## src/rtl/pwm_multi_channel.sv

```systemverilog
// Multi-channel PWM with debounced per-channel duty buttons.
// Shadowed duty loads at each channel's period boundary.
module pwm_multi_channel #(
  parameter int CHANNELS      = 4,
  parameter int PERIOD        = 10,
  parameter int DUTY_INIT     = 5,
  parameter int STEP          = 1,
  parameter int DEBOUNCE_DIV  = 2,
  parameter int PHASE_STAGGER = 0,
  parameter int DW            = $clog2(PERIOD + 1)
) (
  input  logic                   clk,
  input  logic                   rst_n,
  input  logic                   en,
  input  logic [CHANNELS-1:0]    inc_btn,
  input  logic [CHANNELS-1:0]    dec_btn,
  output logic [CHANNELS-1:0]    pwm_out,
  output logic [CHANNELS*DW-1:0] duty_o,
  output logic                   period_start
);

  localparam int DVW =
    (DEBOUNCE_DIV > 1) ? $clog2(DEBOUNCE_DIV) : 1;
  localparam int OFF = PERIOD / CHANNELS;
  localparam logic [DW-1:0] P_LAST = DW'(PERIOD - 1);
  localparam logic [DW-1:0] P_FULL = DW'(PERIOD);
  localparam logic [DW-1:0] D_INIT = DW'(DUTY_INIT);

  logic [DVW-1:0]      div;
  logic                tick;
  logic [DW-1:0]       cnt;
  logic [CHANNELS-1:0] inc_s1, inc_s2;
  logic [CHANNELS-1:0] dec_s1, dec_s2;
  logic [CHANNELS-1:0] inc_p, dec_p;
  logic [CHANNELS-1:0] pwm_nxt;

  assign tick  = (div == DVW'(DEBOUNCE_DIV - 1));
  assign inc_p = inc_s1 & ~inc_s2 & {CHANNELS{tick}};
  assign dec_p = dec_s1 & ~dec_s2 & {CHANNELS{tick}};

  // Debounce sample-tick divider
  always_ff @(posedge clk or negedge rst_n) begin
    if (!rst_n)    div <= '0;
    else if (tick) div <= '0;
    else           div <= div + 1'b1;
  end

  // Button samplers, advanced only on ticks
  always_ff @(posedge clk or negedge rst_n) begin
    if (!rst_n) begin
      inc_s1 <= '0;
      inc_s2 <= '0;
      dec_s1 <= '0;
      dec_s2 <= '0;
    end else if (tick) begin
      inc_s1 <= inc_btn;
      inc_s2 <= inc_s1;
      dec_s1 <= dec_btn;
      dec_s2 <= dec_s1;
    end
  end

  // Shared period counter, parked at 0 while disabled
  always_ff @(posedge clk or negedge rst_n) begin
    if (!rst_n)              cnt <= '0;
    else if (!en)            cnt <= '0;
    else if (cnt == P_LAST)  cnt <= '0;
    else                     cnt <= cnt + 1'b1;
  end

  for (genvar g = 0; g < CHANNELS; g++) begin : g_ch
    localparam int SH = (PHASE_STAGGER != 0) ? g * OFF : 0;

    logic [DW:0]   sum;
    logic [DW-1:0] phase;
    logic [DW-1:0] tgt;
    logic [DW-1:0] act;

    assign sum   = {1'b0, cnt} + (DW+1)'(SH);
    assign phase = (sum >= (DW+1)'(PERIOD))
                 ? DW'(sum - (DW+1)'(PERIOD))
                 : sum[DW-1:0];

    // Saturating duty target; simultaneous inc/dec cancel
    always_ff @(posedge clk or negedge rst_n) begin
      if (!rst_n) begin
        tgt <= D_INIT;
      end else begin
        unique case (1'b1)
          inc_p[g] & ~dec_p[g]:
            if (32'(tgt) + STEP > PERIOD) tgt <= P_FULL;
            else tgt <= DW'(32'(tgt) + STEP);
          dec_p[g] & ~inc_p[g]:
            if (32'(tgt) < STEP) tgt <= '0;
            else tgt <= DW'(32'(tgt) - STEP);
          default: ;
        endcase
      end
    end

    // Shadow duty: loads on the last phase, tracks while idle
    always_ff @(posedge clk or negedge rst_n) begin
      if (!rst_n)               act <= D_INIT;
      else if (!en)             act <= tgt;
      else if (phase == P_LAST) act <= tgt;
    end

    assign pwm_nxt[g]            = en & (phase < act);
    assign duty_o[g*DW +: DW]    = act;
  end

  // Registered outputs
  always_ff @(posedge clk or negedge rst_n) begin
    if (!rst_n) begin
      pwm_out      <= '0;
      period_start <= 1'b0;
    end else begin
      pwm_out      <= pwm_nxt;
      period_start <= en & (cnt == '0);
    end
  end

endmodule

```

## config.mk

```make
export PLATFORM = sky130hd
export DESIGN_NAME = pwm_multi_channel
export DESIGN_NICKNAME = d
export VERILOG_FILES = /design/src/rtl/pwm_multi_channel.sv
export SDC_FILE = /design/constraint.sdc
export NUM_CORES = 1
export LEC_CHECK = 0
export BUFFER_PORTS_ARGS = -buffer_cell sky130_fd_sc_hd__buf_2
export CAP_MARGIN = 30
export CORE_AREA = 5 5 64 109
export CTS_CLUSTER_DIAMETER = 100
export CTS_CLUSTER_SIZE = 30
export DETAILED_ROUTE_END_ITERATION = 10
export DIE_AREA = 0 0 69 114
export PLACE_DENSITY = 0.75
export SETUP_SLACK_MARGIN = 0.3
export SLEW_MARGIN = 10
export SYNTH_ARGS = -nofsm -noshare
export SYNTH_HDL_FRONTEND = slang
export SYNTH_SLANG_ARGS = --single-unit
```

## constraint.sdc

```tcl
create_clock -name clk -period 2.5 [get_ports clk]
set_input_delay 0.25 -clock clk [delete_from_list [all_inputs] [get_ports clk]]
set_output_delay 0.25 -clock clk [all_outputs]
set_load 0.01 [all_outputs]
```

==> results.toml, run 1 <==
[outcome]
status = "completed"

[grt]
grtUsageMet2_pct = 33.80
grt_usage_pct = 18.34
antenna_found_initial = 0
use_met1_pct = 19.44
grt_start_max_net_pins = 33
grtUsageMet3_pct = 4.409
grt_first_pass_wirelength_um = 11510
gr-max-usage-layer = "met2"
grt-ovfl-total = 0
grt_pass1_vias = 2563

[synth]
ys_ff_latch = 58
ys.flop_type = "dfrtp_1"
ys_async_sr_fraction_pct = 100.0
synth-seq-area-share_pct = 42.55
synth_warnings = 0
synth_cell_types = 52
synth.top_cell.area_share_pct = 30.39
synth-edff-count = 0
avgSynthCellArea_um2 = 10.26
syn_nets = 374
synth_top_area_cell = "dfrtp_1"
synthTopCellsByCount = "dfrtp_1 (42), inv_1 (33), ha_1 (26), mux2_2 (21), o21ai_0 (19)"
synth_cells = 337
syn_area_um2 = 3458
post-synth-top-count-cell = "dfrtp_1"
synth.area.top_cells = "dfrtp_1 (30%), dfstp_2 (12%), ha_1 (9.4%)"

[clock_network]
ctsResizeCount = 0
ctsLongestPathBuffers = 2
clock_latency_ns = 0.34
cts_tree = "done"
cts_setup_buffers = 0
clock_tree.root_cell = "clkbuf_8"
cts_inserted_buffers = 9
cts_hold_buffers = 1
path_clk_slew_ns = 0.07
cts_num_sinks = 58
cts_max_level = 3

[setup_path]
worstSetupStartpointType = "register"
arrival_ns = 2.13
worst-setup-path-type = "register to register"
end_kind = "register"
crit_fanout = 8
worstPathRequired_ns = 2.71
reg2reg_depth = 7

[place]
dpl_cell_area_um2 = 3654
dp_hpwl_um = 5004
portBuffers = 31
gp_congestion = 0.8102

[finish]
design_area_um2 = 3915
diodes = 0
nNetsFinal = 403
drive_above_1_share_pct = 25.88
area_growth_pct = 13.21
post-route-util_pct = 64.33

[route]
totalWireLength_um = 6782
via_count = 2545
post_drt_via_cell_ratio = 5.643
drc = 0
drt_iter0_drc = 106
ant_nets = 0
wl_per_cell_um = 15.04
drt-pass1-iter-count = 4

[floorplan]
coreArea_um2 = 6086
initial_core_util_pct = 56.83
io_pins = 32
die_w_um = 69
row_count = 38
dieHeight_um = 114
die-area_um2 = 7866

[pwr]
p_switching_mw = 1.611
p_clk_share_pct = 24.4
swShare_pct = 36.35
p_comb_share_pct = 36.3
peakVddDrop_v = 0.0005915
p_per_area_nw_per_um2 = 1132
leakage_nw = 1.809
p_seq_share_pct = 39.3
p_int_mw = 2.820

[sta]
setup_viol = 0
fin_setup_tns_ns = 0
slew_headroom_pct = 51.41
hold_viol_final = 0
rsz0062_at_grt = "false"
fin_crit_sh_pct = 77.04
clock.fmax_mhz = 519.2
period_minus_slack_ns = 1.926
skew_ns = 0.006412
slew_viol_final = 0
worst_pin_slew_ns = 0.7288

[worst_hold_path]
worstHoldPathCells = 2
hold_path.class = "primary input to register"

[job]
max_cap_viol_count = 0
## final cells by class
type	instances	area, um2
clock buffer	11	151.4
clock inverter	5	100.1
fill	512	2171
inverter	33	123.9
multi-input combinational	227	1753
sequential	58	1471
tap	80	100.1
timing repair buffer	37	215.2
## per-stage QoR
stage	setup WS [ns]	power (mW)	hold slack (ns)	cells
floorplan	0.5083	2.890	-0.04559	337
global placement	0.6727	3.300	0.3454	434
detailed placement	0.5844	3.361	0.3576	434
CTS	0.5686	4.463	0.1305	451
global route	0.3428	4.763	0.1327	451
finish	0.5740	4.431	0.1400	451
## routing by layer
layer	vias to the layer above	wire length (um)
met2	44	3657
met4	0	133
met1	1228	2731
met5	-	0
met3	11	259
li1	1262	-
## cell families after synthesis
kind of cell / after synthesis / share of synthesized area (%)
fa+ha+maj: 27 / 9.696
xor+xnor: 5 / 1.266
simple gates: 81 / 13.57
compound gates: 81 / 15.41
mux: 33 / 10.75
flops: 58 / 42.55
buf+inv: 52 / 6.765
## state kept, by name, indices dropped and copies added (netlist names)
name / flops
cnt: 4
g_ch.tgt: 16
period_start: 1
dec_s2: 4
dec_s1: 4
div: 1
inc_s2: 4
g_ch.act: 16
pwm_out: 4
inc_s1: 4
## path summary, 6_finish.rpt
kind	slack, ns	to	startpoint
hold / removal	0.14	inc_s1[1]$_DFFE_PN0P_	inc_btn[1]
min in group asynchronous	0.51	g_ch[0].act[3]$_DFFE_PN0P_	rst_n
setup / recovery	0.57	pwm_out[0]$_DFF_PN0_	cnt[1]$_DFF_PN0_
hold reg to reg	0.47	div$_DFF_PN0_	div$_DFF_PN0_
setup reg to reg	0.57	pwm_out[0]$_DFF_PN0_	cnt[1]$_DFF_PN0_
max in group asynchronous	1.31	g_ch[1].tgt[2]$_DFFE_PN1P_	rst_n
## cell usage in the layout, fill, tap and decap left out, types with 3 or more instances in the layout
master | synthesis | final
dfrtp_1 | 42 | 42
inv_1 | 33 | 33
buf_2 | 4 | 31
ha_1 | 26 | 26
mux2_2 | 21 | 21
o21ai_0 | 19 | 19
a21oi_1 | 16 | 16
dfstp_2 | 16 | 16
nand2_1 | 15 | 15
a31oi_1 | 12 | 12
nand2b_1 | 11 | 11
clkbuf_8 | 0 | 11
nor2b_1 | 10 | 10
mux2i_1 | 9 | 9
nor3b_1 | 8 | 8
nor2_1 | 7 | 7
nand3b_1 | 6 | 6
o311ai_0 | 6 | 6
nor3_1 | 6 | 6
xnor2_1 | 5 | 5
and3_1 | 5 | 5
buf_4 | 2 | 4
nand3_1 | 3 | 3
mux2_4 | 3 | 3
a211o_1 | 3 | 3
a2bb2oi_1 | 3 | 3
nor4b_1 | 3 | 3
bufinv_16 | 0 | 3
## power by group through the flow
stage	Clock (mW)	Combinational, mW	Sequential [mW]
final	1.08	1.61	1.74
after global routing	1.15	1.81	1.81
after detailed placement	0	1.61	1.75
after global placement	0	1.56	1.74
after CTS	1.10	1.63	1.74
after floorplan	0	1.27	1.62
## worst max-delay path, stage by stage, from the launching register on
cell      delay [ns]
dfrtp_1         0.47
inv_1           0.11
ha_1            0.23
o21a_1          0.25
ha_1            0.31
inv_1           0.04
o311ai_0        0.31
a31oi_1         0.08
No activity file was read; power rests on OpenSTA's default activity.
==> run 2, diff against run 1 <==
CORE_AREA = 5 5 67 114   (was 5 5 64 109)
DIE_AREA = 0 0 72 119   (was 0 0 69 114)
PLACE_DENSITY = 0.72   (was 0.75)
clock period = 1.6 ns   (was 2.5 ns; I/O delays follow)
==> results.toml, run 2 (synthesis gave the netlist of run 1 again) <==
[place]
gp_congestion = 0.7658
portBuffers = 31
dpl_cell_area_um2 = 4121
dp_hpwl_um = 5772
dp.cells = 475

[sta]
skew_ns = 0.005783
hold_viol_final = 0
setup_viol = 28
clock.fmax_mhz = 590.3
worst_pin_slew_ns = 0.4451
slew_viol_final = 0
fin_crit_sh_pct = 105.9
rsz0062_at_grt = "true"
period_minus_slack_ns = 1.694
slew_headroom_pct = 70.10
timing.final.ws_setup_ns = -0.09397

[finish]
area_growth_pct = 44.90
design_area_um2 = 5011
diodes = 0
drive_above_1_share_pct = 51.74
nNetsFinal = 463
final_common_cell = "buf_4"
final_cell_mix = "buf_4 (50), dfrtp_1 (41), buf_2 (31)"
instances_no_fill = 513
reg.largest.list = "g_ch.act: 16 flops, g_ch.tgt: 16 flops"

[route]
wl_per_cell_um = 18.31
drc = 0
drt-pass1-iter-count = 4
post_drt_via_cell_ratio = 5.743
via_count = 2946
ant_nets = 0
drt_iter0_drc = 186
totalWireLength_um = 9395

[worst_hold_path]
min_from = "inc_btn[2]"
hold_path.class = "primary input to register"

[grt]
antenna_found_initial = 0
grt_pass1_vias = 2987
grt_first_pass_wirelength_um = 13920
grt_start_max_net_pins = 32
grt-ovfl-total = 0
grt_usage_pct = 21.11

[setup_path]
worstPathRequired_ns = 1.85
end_kind = "register"
worstSetupStartpointType = "register"
arrival_ns = 1.94
r2r_start = "cnt[2]$_DFF_PN0_"
startpoint = "cnt[2]$_DFF_PN0_"
crit_fanout = 3
worst-setup-path-type = "register to register"

[clock_network]
cts_max_level = 3
clock_latency_ns = 0.33
cts_inserted_buffers = 9
ctsLongestPathBuffers = 2
clock_tree.root_cell = "clkbuf_16"
cts_tree = "done"
path_clk_slew_ns = 0.05
cts_num_sinks = 58

[floorplan]
initial_core_util_pct = 52.89
coreArea_um2 = 6539
die_w_um = 72
die-area_um2 = 8568
dieHeight_um = 119
row_count = 39
io_pins = 32

[outcome]
violations = "negative setup slack"
status = "finished, violations left"

[pwr]
swShare_pct = 38.11
p_int_mw = 5.375
p_per_area_nw_per_um2 = 1733
p_clk_share_pct = 19.9
p_comb_share_pct = 49.3
p_switching_mw = 3.309
peakVddDrop_v = 0.001230
leakage_nw = 2.211
p_seq_share_pct = 30.7

[job]
max_cap_viol_count = 0
[run 2: cell count changes in the layout (fill, tap and decap cells not counted), sizes merged]
cell	before	now
buf	36	95
bufinv	3	0
clkbuf	11	14
clkinv	2	3
[run 2: worst max-delay path, stage by stage, from the launching register on]
cell      delay, ns
dfrtp_1        0.41
buf_6          0.14
nand3_4        0.07
o21ai_4        0.08
buf_6          0.15
ha_1           0.29
a21oi_2        0.19
o311ai_2       0.13
a31oi_1        0.17
[run 2: per-stage QoR]
stage / total power, mW / hold WS (ns) / setup WS (ns) / setup TNS [ns] / utilization, %
after CTS: 8.341 / 0.05229 / -0.02477 / -0.05374 / 72.25
after global placement: 5.994 / 0.08496 / -0.03689 / -0.1250 / 63.03
after floorplan: 4.911 / -0.1356 / -0.1899 / -1.069 / -
after global routing: 9.219 / 0.06007 / -0.1726 / -3.361 / 76.64
final: 8.684 / 0.06126 / -0.09397 / -1.424 / 76.64
after detailed placement: 6.147 / 0.08580 / -0.1106 / -0.8348 / 63.03
[run 2: worst paths after layout]
check / to / slack, ns / depth (start not counted)
hold reg to reg: inc_s2[1]$_DFFE_PN0P_ / 0.51 / 1
hold / removal: inc_s1[2]$_DFFE_PN0P_ / 0.06 / 2
max in group asynchronous: g_ch[2].tgt[0]$_DFFE_PN1P_ / 0.73 / 3
setup reg to reg: pwm_out[3]$_DFF_PN0_ / -0.09 / 8
setup / recovery: pwm_out[3]$_DFF_PN0_ / -0.09 / 8
min in group asynchronous: g_ch[3].act[3]$_DFFE_PN0P_ / 0.27 / 2
[run 2: area by class of cell]
| cell class | instances | area (um2) |
|---|---|---|
| Timing Repair Buffer | 97 | 740.7 |
| Sequential cell | 58 | 1473 |
| Fill cell | 393 | 1528 |
| Multi-Input combinational cell | 227 | 2293 |
| Clock inverter | 3 | 15.01 |
| Inverter | 33 | 136.4 |
| Tap cell | 82 | 102.6 |
| Clock buffer | 13 | 250.2 |
[run 2: timing repair]
action,4_1_cts,5_1_grt
hold buffers,1,0
resized for setup,49,35
cloned,0,1
pin swaps,20,19
buffers inserted,11,9
setup endpoints to repair,36,40
hold endpoints to repair,10,0
[run 2: power by group through the flow]
stage	sequential, mW	clock (mW)	combinational [mW]
after floorplan	2.53	0	2.38
after global placement	2.62	0	3.37
after detailed placement	2.65	0	3.50
after CTS	2.64	1.75	3.95
after global routing	2.74	1.84	4.64
final	2.67	1.73	4.28
[run 2: layer usage]
layer,part of all wire [%],global-route usage (%)
met5,0,0
met1,36,21.73
met4,4.4,12.71
met2,55,37.38
met3,4.2,5.228
==> run 3, diff against run 2 <==
BUFFER_PORTS_ARGS = default   (was -buffer_cell sky130_fd_sc_hd__buf_2)
CORE_AREA = 8 8 68 115   (was 5 5 67 114)
DIE_AREA = 0 0 76 123   (was 0 0 72 119)
DONT_BUFFER_PORTS = 1   (was default)
PLACE_DENSITY = 0.71   (was 0.72)
SLEW_MARGIN = default   (was 10)
==> results.toml, run 3 (synthesis gave the netlist of run 1 again) <==
[outcome]
status = "finished, violations left"
violations = "negative hold slack, negative setup slack"

[setup_path]
arrival_ns = 1.90
cpLargestDelayFamily = "flip-flops"
max_stage_delay_ns = 0.42
crit_chain = "inv_2, ha_4, a31oi_4, o21ai_4, buf_8, mux2_4"
r2r_end = "g_ch[3].act[3]$_DFFE_PN0P_"
worst-setup-path-type = "register to register"
worstPathRequired_ns = 1.82
crit_fanout = 8
rrSetupSlack_ns = -0.09
worstSetupStartpointType = "register"
critPathBufInv = 2
end_kind = "register"
reg2reg_depth = 6
r2r_start = "cnt[2]$_DFF_PN0_"
worst_path_max_delay_cell = "dfrtp_2"

[sta]
setup_viol = 18
fin_crit_sh_pct = 105.4
skew_ns = 0.002437
finalHoldWorstSlack_ns = -0.4808
fin_setup_tns_ns = -0.7097
timing.final.ws_setup_ns = -0.08574
slew_headroom_pct = 68.75
rsz0062_at_grt = "true"
clock.fmax_mhz = 593.2
hold_viol_final = 58
slew_viol_final = 0
worst_pin_slew_ns = 0.4672
period_minus_slack_ns = 1.686

[route]
post_drt_via_cell_ratio = 5.827
wl_per_cell_um = 19.24
ant_nets = 0
drt_iter0_drc = 178
via_count = 2797
totalWireLength_um = 9235
drt-pass1-iter-count = 4
drc = 0

[clock_network]
clock_latency_ns = 0.33
clock_tree.root_cell = "clkbuf_16"
path_clk_slew_ns = 0.05
cts_inserted_buffers = 9
cts_tree = "done"
cts_num_sinks = 58
ctsLongestPathBuffers = 2
cts_max_level = 3

[finish]
final_common_cell = "dfrtp_1"
design_area_um2 = 4969
instances_no_fill = 480
area_growth_pct = 43.67
num-fill-cells = 350
reg.largest.list = "g_ch.act: 16 flops, g_ch.tgt: 16 flops"
post-route-util_pct = 78.93
drive_above_1_share_pct = 49.25
nNetsFinal = 430
multiInputGateArea_um2 = 2390
diodes = 0
regArea_um2 = 1475
final_cell_mix = "dfrtp_1 (39), buf_4 (37), inv_1 (22)"

[pwr]
peakVddDrop_v = 0.001029
leakage_nw = 2.058
p_switching_mw = 3.350
p_clk_share_pct = 21.5
p_int_mw = 5.368
p_comb_share_pct = 45.9
swShare_pct = 38.42
p_seq_share_pct = 32.7
p_per_area_nw_per_um2 = 1755

[floorplan]
die_w_um = 76
coreArea_um2 = 6295
row_count = 39
die-area_um2 = 9348
dieHeight_um = 123
initial_core_util_pct = 54.94
io_pins = 32

[grt]
grt_start_max_net_pins = 59
grt-ovfl-total = 0
grt_pass1_vias = 2958
grt_first_pass_wirelength_um = 14300
antenna_found_initial = 0
grt_usage_pct = 19.26

[place]
portBuffers = 0
dp_hpwl_um = 5718
gp_congestion = 0.9026
pre_cts_ws_ns = -0.08822
dpl_cell_area_um2 = 3934
dp.cells = 443

[worst_hold_path]
hold_path.class = "primary input to asynchronous set/reset pin"

[job]
max_cap_viol_count = 0
==> run 3: cell types whose count changed in the layout (fill, tap and decap cells not counted), moves of 3 or more <==
cell	change
clkbuf_1	-3
dlygate4sd3_1	+8
ha_4	+4
buf_2	-31
ha_1	-5
clkinvlp_4	+4
buf_6	+5
buf_4	-13
==> run 3: per-stage QoR <==
step | power, mW | hold WS [ns]
after floorplan | 4.911 | -0.1356
after global placement | 5.677 | -0.1338
after CTS | 8.232 | -0.4921
final | 8.717 | -0.4808
after global routing | 9.227 | -0.4933
after detailed placement | 5.791 | -0.1337
==> run 3: area by class of cell <==
cell class	instances	area share (%)
inverter	33	2.644
clock inverter	7	1.410
sequential	58	29.69
timing repair buffer	64	11.56
clock buffer	9	4.533
multi-input combinational	227	48.10
tap	82	2.065
==> run 3: worst register-to-register path: stages, from the launching register on <==
cell and delay, ns:
dfrtp_2 0.42, inv_2 0.07, ha_4 0.28, a31oi_4 0.09
o21ai_4 0.22, buf_8 0.18, mux2_4 0.30
==> run 3: metal layers <==
metal / vias to the layer above / wire [um] / GRT usage, %
met4: 0 / 332 / 11.73
met3: 23 / 340 / 5.822
met1: 1398 / 3442 / 18.03
met5: - / 0 / 0
met2: 69 / 5119 / 35.92
li1: 1307 / - / -
==> run 3: power groups by stage <==
stage	clock, mW	combinational, mW	sequential (mW)
6_report	1.87	4.00	2.85
5_1_grt	1.97	4.33	2.93
3_5_place_dp	0	3.01	2.78
3_3_place_gp	0	2.91	2.77
4_1_cts	1.91	3.51	2.81
2_1_floorplan	0	2.38	2.53
==> run 3: worst max path at each step <==
stage                                 end  cells past startpoint  slack [ns]        startpoint
3_3_place_gp         pwm_out[2]$_DFF_PN0_                      7       -0.06  cnt[1]$_DFF_PN0_
6_report       g_ch[3].act[3]$_DFFE_PN0P_                      6       -0.09  cnt[2]$_DFF_PN0_
2_1_floorplan  g_ch[0].act[3]$_DFFE_PN0P_                      6       -0.19  cnt[2]$_DFF_PN0_
5_1_grt        g_ch[2].tgt[2]$_DFFE_PN1P_                      6       -0.11     div$_DFF_PN0_
3_5_place_dp         pwm_out[0]$_DFF_PN0_                      7       -0.09  cnt[1]$_DFF_PN0_
4_1_cts        g_ch[3].act[3]$_DFFE_PN0P_                      6      0.0009  cnt[2]$_DFF_PN0_
==> run 3: what timing repair did <==
| item | 4_1_cts | 5_1_grt |
|---|---|---|
| endpoints found under the hold margin | 74 | 66 |
| hold buffers | 8 | 1 |
| endpoints found under the setup margin | 36 | 37 |
| gates resized for setup | 66 | 44 |
| buffers inserted | 9 | 3 |
| pin swaps | 28 | 23 |
